File: config.mk
export PLATFORM = sky130hd
export DESIGN_NAME = fp16_accum_seq
export DESIGN_NICKNAME = d
export VERILOG_FILES = /design/src/rtl/fp16_accum_seq.sv
export SDC_FILE = /design/constraint.sdc
export NUM_CORES = 1
export LEC_CHECK = 0
export CAP_MARGIN = 10
export CORE_ASPECT_RATIO = 0.75
export CORE_MARGIN = 1
export CORE_UTILIZATION = 68
export DETAILED_ROUTE_END_ITERATION = 12
export GPL_TIMING_DRIVEN = 1
export PLACE_DENSITY = 0.95
export SKIP_CTS_REPAIR_TIMING = 1
export SLEW_MARGIN = 20
export SYNTH_ARGS = -nofsm -noshare
export SYNTH_HDL_FRONTEND = slang
export SYNTH_SLANG_ARGS = --single-unit
File: constraint.sdc
create_clock -name clk -period 85.8 [get_ports clk]
set_input_delay 8.58 -clock clk [delete_from_list [all_inputs] [get_ports clk]]
set_output_delay 8.58 -clock clk [all_outputs]
set_load 0.1 [all_outputs]
File: src/rtl/fp16_accum_seq.sv
// fp16_accum_seq: streams a length-prefixed vector of FP16 operands through
// one shared combinational FP16 adder and returns the left-folded sum with
// sticky NaN / infinity status. Also contains floadd, the IEEE-754 binary16
// adder (round-to-nearest-even, subnormals supported, canonical quiet NaN).

module floadd (
  input  logic        clk,
  input  logic [15:0] num1,
  input  logic [15:0] num2,
  output logic [15:0] result
);

  // Purely combinational; the clock pin exists only for drop-in compatibility.
  logic unused_clk;
  assign unused_clk = clk;

  logic        a_nan, b_nan, a_inf, b_inf;
  logic        swap, eff_sub, rnd_up;
  logic [15:0] x, y;
  logic [5:0]  ex, ey, diff, e;
  logic [4:0]  dsh;
  logic [13:0] mx, my, my_al, m;
  logic [27:0] sh;
  logic [14:0] sum;
  logic [11:0] rnd;
  logic [4:0]  exp_f;
  logic [9:0]  frac_f;

  // Align, add/subtract, normalise and round the two operands.
  always_comb begin
    // NOTE: every variable gets a default first so no path leaves it
    // unassigned (which would infer a latch); blocking '=' is correct here
    // because this is combinational logic evaluated top to bottom.
    result = 16'h0000;
    exp_f  = 5'd0;
    frac_f = 10'd0;

    a_nan = (num1[14:10] == 5'h1f) && (num1[9:0] != 10'd0);
    b_nan = (num2[14:10] == 5'h1f) && (num2[9:0] != 10'd0);
    a_inf = (num1[14:10] == 5'h1f) && (num1[9:0] == 10'd0);
    b_inf = (num2[14:10] == 5'h1f) && (num2[9:0] == 10'd0);

    // Larger magnitude goes to x so the aligned difference is never negative.
    swap = num2[14:0] > num1[14:0];
    x    = swap ? num2 : num1;
    y    = swap ? num1 : num2;

    // Subnormals share the exponent of the smallest normal, without hidden bit.
    ex = {1'b0, (x[14:10] == 5'd0) ? 5'd1 : x[14:10]};
    ey = {1'b0, (y[14:10] == 5'd0) ? 5'd1 : y[14:10]};
    mx = {(x[14:10] != 5'd0), x[9:0], 3'b000};
    my = {(y[14:10] != 5'd0), y[9:0], 3'b000};

    // Right-shift the smaller operand, folding lost bits into a sticky LSB.
    diff  = ex - ey;
    dsh   = (diff > 6'd15) ? 5'd15 : diff[4:0];
    sh    = {my, 14'd0} >> dsh;
    my_al = sh[27:14] | {13'd0, |sh[13:0]};

    eff_sub = x[15] ^ y[15];
    sum     = eff_sub ? ({1'b0, mx} - {1'b0, my_al})
                      : ({1'b0, mx} + {1'b0, my_al});

    // Carry out shifts right once; otherwise shift left until normal or
    // until the exponent reaches the subnormal floor.
    e = ex;
    if (sum[14]) begin
      m = sum[14:1] | {13'd0, sum[0]};
      e = ex + 6'd1;
    end else begin
      m = sum[13:0];
    end
    for (int i = 0; i < 14; i++) begin
      if (!m[13] && (e > 6'd1)) begin
        m = m << 1;
        e = e - 6'd1;
      end
    end

    // Round to nearest, ties to even.
    rnd_up = m[2] & (m[1] | m[0] | m[3]);
    rnd    = {1'b0, m[13:3]} + {11'd0, rnd_up};
    if (rnd[11]) begin
      e      = e + 6'd1;
      exp_f  = e[4:0];
      frac_f = 10'd0;
    end else if (rnd[10]) begin
      exp_f  = e[4:0];
      frac_f = rnd[9:0];
    end else begin
      exp_f  = 5'd0;
      frac_f = rnd[9:0];
    end

    if (sum == 15'd0) begin
      // Exact cancellation yields +0; adding two zeros keeps their sign.
      result = {(~eff_sub) & x[15], 15'd0};
    end else if (e >= 6'd31) begin
      result = {x[15], 5'h1f, 10'd0};
    end else begin
      result = {x[15], exp_f, frac_f};
    end

    // Special operands override the arithmetic path.
    if (a_nan || b_nan || (a_inf && b_inf && (num1[15] != num2[15]))) begin
      result = 16'h7e00;
    end else if (a_inf) begin
      result = num1;
    end else if (b_inf) begin
      result = num2;
    end
  end

endmodule

module fp16_accum_seq #(
  parameter int LEN_W = 8
) (
  input  logic             clk,
  input  logic             rst_n,
  input  logic             start,
  input  logic [LEN_W-1:0] len,
  input  logic             in_valid,
  output logic             in_ready,
  input  logic [15:0]      in_data,
  output logic             out_valid,
  input  logic             out_ready,
  output logic [15:0]      out_data,
  output logic             out_nan,
  output logic             out_inf,
  output logic             busy
);

  typedef enum logic [1:0] {IDLE, ACC, DONE} state_e;

  state_e           state_q, state_d;
  logic [LEN_W-1:0] remaining_q, remaining_d;
  logic [15:0]      acc_q, acc_d;
  logic             nan_q, nan_d;
  logic             inf_q, inf_d;
  logic [15:0]      add_sum;
  logic             in_is_nan, sum_is_inf;

  floadd u_add (
    .clk    (clk),
    .num1   (acc_q),
    .num2   (in_data),
    .result (add_sum)
  );

  assign in_is_nan  = (in_data[14:10] == 5'h1f) && (in_data[9:0] != 10'd0);
  assign sum_is_inf = (add_sum[14:0] == 15'h7c00);

  assign out_data = acc_q;
  assign out_nan  = nan_q;
  assign out_inf  = inf_q;
  assign busy     = (state_q != IDLE);

  // State, counter, accumulator and sticky flags.
  always_ff @(posedge clk or negedge rst_n) begin
    // NOTE: asynchronous reset in the sensitivity list clears state the moment
    // rst_n falls; sequential state uses non-blocking '<=' only.
    if (!rst_n) begin
      state_q     <= IDLE;
      remaining_q <= '0;
      acc_q       <= 16'h0000;
      nan_q       <= 1'b0;
      inf_q       <= 1'b0;
    end else begin
      state_q     <= state_d;
      remaining_q <= remaining_d;
      acc_q       <= acc_d;
      nan_q       <= nan_d;
      inf_q       <= inf_d;
    end
  end

  // Next-state logic and handshake outputs.
  always_comb begin
    state_d     = state_q;
    remaining_d = remaining_q;
    acc_d       = acc_q;
    nan_d       = nan_q;
    inf_d       = inf_q;
    in_ready    = 1'b0;
    out_valid   = 1'b0;

    case (state_q)
      IDLE: begin
        if (start) begin
          remaining_d = len;
          acc_d       = 16'h0000;
          nan_d       = 1'b0;
          inf_d       = 1'b0;
          state_d     = (len == '0) ? DONE : ACC;
        end
      end
      ACC: begin
        in_ready = 1'b1;
        if (in_valid) begin
          acc_d       = add_sum;
          remaining_d = remaining_q - 1'b1;
          nan_d       = nan_q | in_is_nan;
          inf_d       = inf_q | sum_is_inf;
          if (remaining_q == {{(LEN_W-1){1'b0}}, 1'b1}) begin
            state_d = DONE;
          end
        end
      end
      DONE: begin
        out_valid = 1'b1;
        if (out_ready) begin
          state_d = IDLE;
        end
      end
      default: state_d = IDLE;
    endcase
  end

endmodule

Word level (Yosys, flattened, before mapping)
Index checks and enable logic that the tools add are counted.
{ "word_totals": {"wordCells": 184, "reg_bits": 28, "out_inout_bits": 21} }
{ "classes": {"n_eq_ne": 12, "n_reduce_logical": 53, "n_addsub": 21, "order_cmp": 17, "muxes": 64, "shifts": 1, "bitwise_logic": 10} }
{ "op_table": {"columns": ["cell", "count"], "rows": [
  ["14-bit 2-to-1 mux", 15],
  ["16-bit 2-to-1 mux", 8],
  ["6-bit 2-to-1 mux", 16],
  ["6-bit by 1-bit greater-than comparator with 1-bit output (second input constant)", 14],
  ["6-bit by 1-bit subtractor with 6-bit output (second input constant)", 14],
  ["16-bit one-hot mux with 2 select lines", 1],
  ["15-bit 2-to-1 mux", 2],
  ["14-bit by 1-bit bitwise OR with 14-bit output", 2],
  ["28-bit by 5-bit >> shifter with 28-bit output", 1],
  ["5-bit 2-to-1 mux", 5],
  ["1-bit logical AND", 20],
  ["10-bit logical NOT", 2],
  ["10-bit nonzero test", 2],
  ["8-bit 2-to-1 mux", 2],
  ["8-bit one-hot mux with 2 select lines", 1],
  ["14-bit by 14-bit adder with 15-bit output", 1],
  ["15-bit equality test (second input constant)", 1],
  ["15-bit greater-than comparator", 1],
  ["15-bit logical NOT", 1],
  ["14-bit by 14-bit subtractor with 15-bit output", 1],
  ["1-bit logical NOT", 14],
  ["14-bit OR reduction", 1],
  ["11-bit by 1-bit adder with 12-bit output", 1],
  ["5-bit equality test (second input constant)", 2],
  ["other kinds (29)", 50]
]} }

Longest topological paths before layout
{ "logic_depth": {"depth_word": 71, "depth_mapped": 165, "ltp_nobuf": 142} }

Modules after synthesis
Synthesis repeated with hierarchy kept, for this count alone.
{ "unflattened": {"cells_unflattened": 1956, "hier_area_um2": 13695.6} }
{ "by_module_without_submodules": {"columns": ["mod", "instances", "area_each_um2", "cells_each"], "rows": [
  ["floadd", 1, 12210.5, 1820],
  ["fp16_accum_seq", 1, 1485.2, 136]
]} }

Worst setup path before layout
OpenSTA, ideal clock, no wires.
{ "synth_path": {"kind": "input-to-reg", "startpoint": "input port in_data[14]", "endpoint": "register inf_q, in the netlist out_inf", "stages": 156, "t_arrival_ps": 40896, "required_time_ps": 85696, "setup_ps": 104, "setup_slack_ps": 44801, "n_path_buf": 33, "cell_sequence": "ha_1 nand4_1 nor3_2 nor4_4 a21oi_4 buf_6 buf_8 buf_6 clkbuf_1 buf_1 nand2_1 o21ai_0 nand2_1 ha_1 fa_1 nor2b_1 o21ai_1 nand2b_1 [... 120 more ...] mux2_4 ha_1 nor2_1 inv_1 o311ai_1 a211o_1 nand2_1 clkbuf_1 nand2_1 nand2_1 a21oi_1 ha_1 o311ai_1 or3_4 mux2i_1 a32o_1 o21bai_2 o41ai_2"} }
{ "synth_via": {"elab_chain_len": 71, "elab_cells_between_ends": 134, "classes_between": "add/sub: 20; order compare: 17; eq/ne: 2; shift: 1; mux: 47; bitwise: 7; reduce/logical: 40"} }
{ "synth_rtl": {"columns": ["item", "line_no", "text"], "rows": [
  ["start, declared", "125", "input logic [15:0] in_data,"],
  ["branches (longest 66 deep; another with 15-bit greater-than comparator)", null, null],
  ["16-bit 2-to-1 mux (*)", "105", "if (a_nan || b_nan || (a_inf && b_inf && (num1[15] != num2[15]))) begin"],
  ["15-bit equality test (*)", "152", "assign sum_is_inf = (add_sum[14:0] == 15'h7c00);"],
  ["1-bit bitwise OR (*)", "204", "inf_d = inf_q | sum_is_inf;"],
  ["1-bit 2-to-1 mux (*)", "200", "if (in_valid) begin"],
  ["1-bit one-hot mux with 2 select lines (*)", "188", "case (state_q)"],
  ["end signal, assigned", "174", "inf_q <= inf_d;"],
  ["end, declared", "140", "logic inf_q, inf_d;"]
]} }
Mark *: on every way between the ends. The select of a mux whose other input is x is not followed.
A chain may end at the register's enable or synchronous reset.

Worst setup path in the final report
{ "layout_path": {"startpoint": "input port in_data[14]", "endpoint": "register acc_q[5], in the netlist out_data[5]"} }
{ "layout_via": {"elab_chain_len": 69, "elab_cells_between_ends": 130, "classes_between": "add/sub: 20; order compare: 17; eq/ne: 1; shift: 1; mux: 45; bitwise: 6; reduce/logical: 40"} }
{ "layout_rtl": {"columns": ["item", "line_no", "text"], "rows": [
  ["branches (longest 66 deep; another with 15-bit greater-than comparator)", null, null],
  ["16-bit 2-to-1 mux (*)", "105", null],
  ["16-bit 2-to-1 mux (*)", "200", null],
  ["16-bit one-hot mux with 2 select lines (*)", "188", null],
  ["end signal, assigned", "166", "acc_q <= 16'h0000;"],
  ["end signal, assigned", "172", "acc_q <= acc_d;"],
  ["end, declared", "138", "logic [15:0] acc_q, acc_d;"]
]} }
Marked as above.

==> run_results.csv <==
group,metric,value,unit
sta,finalSetupViolations,0,
sta,min_period,44.14,ns
hold_path,hp-class,"reg2reg",
logic_synthesis,syn_avg_cell_area,7.002,um^2
floorplanning,start_util,0.7031,
floorplanning,die_h,122.5,um
sta,tightest_slew,1.109,ns
worst_setup_path,cp-start-kind,"input pin",
placed_design,dp_hpwl,33100,um
worst_setup_path,reg2reg_from,"out_data[14]$_DFFE_PN0P_",
job,cap_violations,0,
run_status,outcome,"finished, final reports clean",
floorplanning,num_rows,43,
logic_synthesis,ys_warn_count,0,
logic_synthesis,yosysTopAreaCell,"mux2i_1",
route,via_count,15620,
placed_design,place.gp.congestion,1.045,
hold_path,min_path_cells,2,
logic_synthesis,syn_nets,1987,
floorplanning,die_w,162.7,um
logic_synthesis,synth_flop_cell,"dfrtp_1",
logic_synthesis,synth_edf_count,0,
placed_design,dp_slack,42.51,ns
layout,fillers,1483,
route,firstDrtPassIters,6,
floorplanning,ios,50,
worst_setup_path,r2r_end,"out_data[5]$_DFFE_PN0P_",
worst_setup_path,r2r_slack,49.78,ns
sta,finalSetupTns,0,ns
clocking,cts_sinks,28,
global_routing,antenna_found_initial,0,
logic_synthesis,synth.most_common_cell,"nand2_1",
logic_synthesis,synthTopCellsByArea,"mux2i_1, ha_1, nand2_1",
global_routing,grt_usage,0.4083,
route,ant_nets,0,
sta,rsz0062_at_grt,"false",
sta,worst_slack,41.66,ns
sta,hold_viol,0,
route,avgViaCountPerCell,7.385,
logic_synthesis,synth.top_cell.area_share,0.08516,
logic_synthesis,synth_common_cells,"nand2_1, nor2_1, a21oi_1, mux2i_1, o21ai_0",
clocking,htreeDepth,1,
sta,clock.fmax,22.66,MHz
worst_setup_path,path_class,"in2reg",
worst_setup_path,crit_top_cell,"ha_1",
layout,drive_gt1_frac,0.09957,
worst_setup_path,cp.arrival,44.35,ns
placed_design,placed_cells,2111,
global_routing,grt_pass1_wl,68030,um
route,drc,0,
floorplanning,coreArea,18720,um^2
layout,final_nets,1976,
clocking,clock_latency,0.27,ns
placed_design,port_buffers,49,
global_routing,grt_max_degree,49,
clocking,ctsLongestPathBuffers,2,
logic_synthesis,syn_inst,1880,
route,wl_per_cell,19.96,um
layout,layout.cells.non_filler,2115,
global_routing,overflow,0,
sta,skew,0.004324,ns
global_routing,grt_pass1_vias,13580,
clocking,cts_buffers,3,
route,wl,42230,um
logic_synthesis,synth_seq_cells,28,
clocking,clock-root-buffer,"clkbuf_16",
layout,antenna_cells,0,
floorplanning,die_area,19930,um^2
worst_setup_path,reg2reg_depth,131,
worst_setup_path,crit_buf_inv,16,
worst_setup_path,crit_fanout,30,
logic_synthesis,synthArstFlopShare,1.000,
logic_synthesis,synth_area,13160,um^2
route,drt_iter0_drc,2526,
worst_setup_path,slowest_delay,0.85,ns
hold_path,hp-start,"out_inf$_DFFE_PN0P_",
clocking,cts_tree,"built",
layout,seq_area,700.7,um^2
worst_setup_path,cp_top_family,"compound AO/OA/AOI/OAI gates",
logic_synthesis,ys_types,142,
sta,relSlewSlack,0.2608,
logic_synthesis,ys_seq_area_frac,0.05323,
worst_setup_path,crit_slowest_cell,"o21ai_2",
sta,timing.hold.ws,0.5400,ns
worst_setup_path,cp.required,86.01,ns
worst_setup_path,endpoint_kind,"flip-flop",
sta,finalMaxSlewViolations,0,
layout,areaGrowthSynthToFinish,4.239,%
sta,finalCritPeriodShare,0.5144,
clocking,path_clk_slew,0.07,ns
layout,multi_input_area,11670,um^2
hold_path,whs_endpoint,"out_inf$_DFFE_PN0P_",
-- cell families after synthesis --
kind of cell | synth area share
simple gates | 0.2723
compound gates | 0.3707
buf+inv | 0.06178
mux | 0.1315
fa+ha+maj | 0.07528
xor+xnor | 0.03517
flops | 0.05323
-- per-stage QoR --
step / util / cell area, um^2
after floorplan: - / 13160
after global placement: 0.7273 / 13620
after detailed placement: 0.7273 / 13620
after CTS: 0.7329 / 13720
after global routing: 0.7329 / 13720
final: 0.7329 / 13720
-- final cells by class --
type,instances,share of cell area
Multi-Input combinational cell,1685,0.8504
Sequential cell,28,0.05106
Timing Repair Buffer,66,0.04504
Inverter,85,0.02334
Tap cell,247,0.02252
Clock buffer,3,0.005471
Clock inverter,1,0.002188
-- sequential cells by signal, indices dropped and copies added, names as in the netlist --
register     cells
state_q          2
out_data        16
remaining_q      8
out_nan          1
out_inf          1
-- cells in the final DEF, fill, tap and decap left out, drive strengths merged, types with 49 or more instances in the layout --
cell type	synthesis	layout
a21oi	152	152
nand3	62	62
mux2	50	50
nor2	194	194
ha	76	76
mux2i	113	113
nor3	55	55
clkdlybuf4s50	0	49
inv	83	83
nand2	202	202
o21ai	140	140
-- per-layer routing --
| metal | wire length, um | track usage | vias up | share of wire |
|---|---|---|---|---|
| met3 | 5644 | 0.06962 | 129 | 0.13 |
| met5 | 23 | 0 | - | 0.00054 |
| met2 | 17560 | 0.6167 | 1176 | 0.42 |
| met4 | 839 | 0.07710 | 2 | 0.020 |
| met1 | 18160 | 0.6040 | 7159 | 0.43 |
| li1 | - | - | 7153 | - |
-- worst register-to-register path: cells and delay by family (launching register included) --
family,cells,cell delay [ns]
buffers and inverters,16,3.19
xor gates and xnor gates,10,2.61
DFF,1,0.56
and+or+nand+nor,45,10.94
muxes,4,1.47
AOI/OAI and AO/OA,37,11.29
adders and majority gates,19,5.93
-- worst max path at each step --
stage | start | end | slack [ns] | cells past startpoint
floorplan | in_data[14] | out_inf$_DFFE_PN0P_ | 44.80 | 156
global placement | in_data[14] | out_data[5]$_DFFE_PN0P_ | 43.96 | 126
detailed placement | in_data[14] | out_data[5]$_DFFE_PN0P_ | 42.51 | 129
CTS | in_data[14] | out_data[5]$_DFFE_PN0P_ | 42.57 | 129
global route | in_data[14] | out_data[5]$_DFFE_PN0P_ | 39.18 | 134
finish | in_data[14] | out_data[5]$_DFFE_PN0P_ | 41.66 | 131
Power is left out: the tool's default activity adds up to more than one toggle a clock period on the data nets, which glitch-free logic cannot reach.
==> patch: new RTL, same settings <==
Change the parameter `LEN_W` from 8 to 16.
--- a/src/rtl/fp16_accum_seq.sv
+++ b/src/rtl/fp16_accum_seq.sv
@@ -115,5 +115,5 @@
 
 module fp16_accum_seq #(
-  parameter int LEN_W = 8
+  parameter int LEN_W = 16
 ) (
   input  logic             clk,
Interface: changed (resized len); port bits go from 50 to 58. The function was not compared with the original's and may differ.
==> patch against the unedited design <==
Clock skew about the same; cell area grew 4.3%; synthesized area is 2.3% higher; worst setup slack got worse by 3.5 ns; sequential cell count is 8 higher; synthesized cell count up 3.2%; routed wire length rose by 5.0%; critical path type unchanged; largest cell class unchanged.
Power is not shown: default switching activity piles up to over one toggle a cycle in this logic, so the estimate is an artifact.
==> patch: results (changes against the unedited design) <==
| Metric | Value |
|---|---|
| Status | `completed` |
| Cell with the largest stage delay on the worst path | `o21ai_1` |
| Crit-path max cell delay | `0.87 ns (+0.02 ns)` |
| Vias after detailed routing | `16200 (+3.5%)` |
| Clk slew on worst S/H paths | `0.06 ns` |
| Adder-Cell Fraction of Synth Area | `7.36% (-0.17 points)` |
| Syn nets | `2055 (+3.4%)` |
| Mux contribution to synthesized area | `11.6% (-1.6 points)` |
| CTS root buffer | `clkbuf_16` |
| H-tree depth | `2 (+1)` |
| Worst Path Arrival | `47.84 ns (+3.49 ns)` |
| Worst-skew pair later-pin latency | `0.29 ns (+0.02 ns)` |
| Count leader, synth | `nand2_1` |
| Critical Path Fanout Max | `46 (+53%)` |
| DP Wirelength | `34700 microns (+4.8%)` |
| Largest net degree at the start of global routing | `47 (-4.1%)` |
| Total Wirelength | `44300 microns (+5.0%)` |
| Hold Path Class | `reg -> reg` |
| Pre-antenna DRT Iters | `8 (+2)` |
| Asr flop ratio synth | `100% (unchanged)` |
| Synth Warn # | `0 (unchanged)` |
| Vias per cell | `7.39 (about the same)` |
| Register area share after synthesis | `6.69% (+1.4 points)` |
| GP Congestion | `1.04 (-0.18%)` |
| Initial antenna violation count | `0 (unchanged)` |
| Post-synth top flop | `dfrtp_1` |
| Top post-synthesis cells by area | `mux2i_1 (7.7%), ha_1 (7.1%), dfrtp_1 (6.7%), nand2_1 (5.9%), a21oi_1 (5.7%)` |
| Hold Violations, Final | `0 (unchanged)` |
| Cts bufs inserted | `5 (+2)` |
| First-pass GRT wire length | `69700 microns (+2.5%)` |
| Placed cells | `2180 (+3.3%)` |
| Synth top cells by count | `nand2_1 (211), nor2_1 (187), a21oi_1 (152), o21ai_0 (117), mux2i_1 (104)` |
| Total track usage | `41.9% (+1.1 points)` |
| Share of layout cells above drive strength 1 | `8.22% (-1.7 points)` |
| Dpl cell area | `14100 sq um (+3.7%)` |
| Clk_skew | `0.00406 ns (-0.000259 ns)` |
| Starting DRC count in detailed routing | `2639 (+4.5%)` |
| Compound-Gate Fraction of Synth Area | `36.1% (-0.99 points)` |
| Vias in the first global route | `13800 (+1.9%)` |
| Avg Cell Area, Syn | `6.94 sq um (-0.91%)` |
| Worst slew margin | `31.8% (+5.7 points)` |
| Port-buffer cells | `57 (+16%)` |
| Fin nets | `2049 (+3.7%)` |
| Xor/xnor share of the synthesized area | `4.40% (+0.88 points)` |
| Unique masters post-synth | `124 (-13%)` |
| Worst-case clock buffer depth | `2 (unchanged)` |
| # diodes | `0 (unchanged)` |
-- patch: area by class of cell --
class                   instances  area, sq um
clock buffers                   7          153
flip-flops and latches         36          901
well taps                     253          317
clock inverters                 1         30.0
inverters                      98          368
multi-input cells            1720        11900
fillers                      1484         5070
repair buffers                 73          691
-- patch: metrics by stage --
stage | util, % | setup slack [ns]
2_1_floorplan | - | 43.91
3_3_place_gp | 72.8 | 41.16
3_5_place_dp | 72.8 | 39.09
4_1_cts | 73.8 | 39.18
5_1_grt | 73.9 | 35.37
6_report | 73.9 | 38.18
-- patch: cell families (layout without fill, tap and decap cells) --
kind of cell | count (synthesis) | in the layout
compound gates | 676 | 676
xor+xnor | 65 | 65
fa+ha+maj | 78 | 78
buf+inv | 184 | 179
flops | 36 | 36
mux | 149 | 149
simple gates | 752 | 752
-- patch: path summary, 6_finish.rpt --
kind	from	to	slack, ns	cells past startpoint
worst min register to register	remaining_q[10]	remaining_q[10]	0.51	1
worst max register to register	out_data[14]	out_data[14]	46.35	133
max in group asynchronous	rst_n	out_data[15]	76.76	2
worst min-delay path	remaining_q[10]	remaining_q[10]	0.51	1
min in group asynchronous	rst_n	remaining_q[15]	8.71	2
worst max-delay path	in_data[14]	out_data[14]	38.18	133
-- patch: critical path, delay by kind of cell --
family	cells	cell delay, ns
AOI/OAI and AO/OA	39	11.80
xor gates and xnor gates	8	2.99
adders and majority gates	19	5.97
buffers and inverters	13	2.89
muxes	5	1.92
and+or+nand+nor	49	13.60
-- patch: per-layer routing --
layer,global-route usage (%),part of all wire [%]
met5,0,0
met4,8.66,1.9
met2,63.0,42
met3,10.7,14
met1,60.0,42
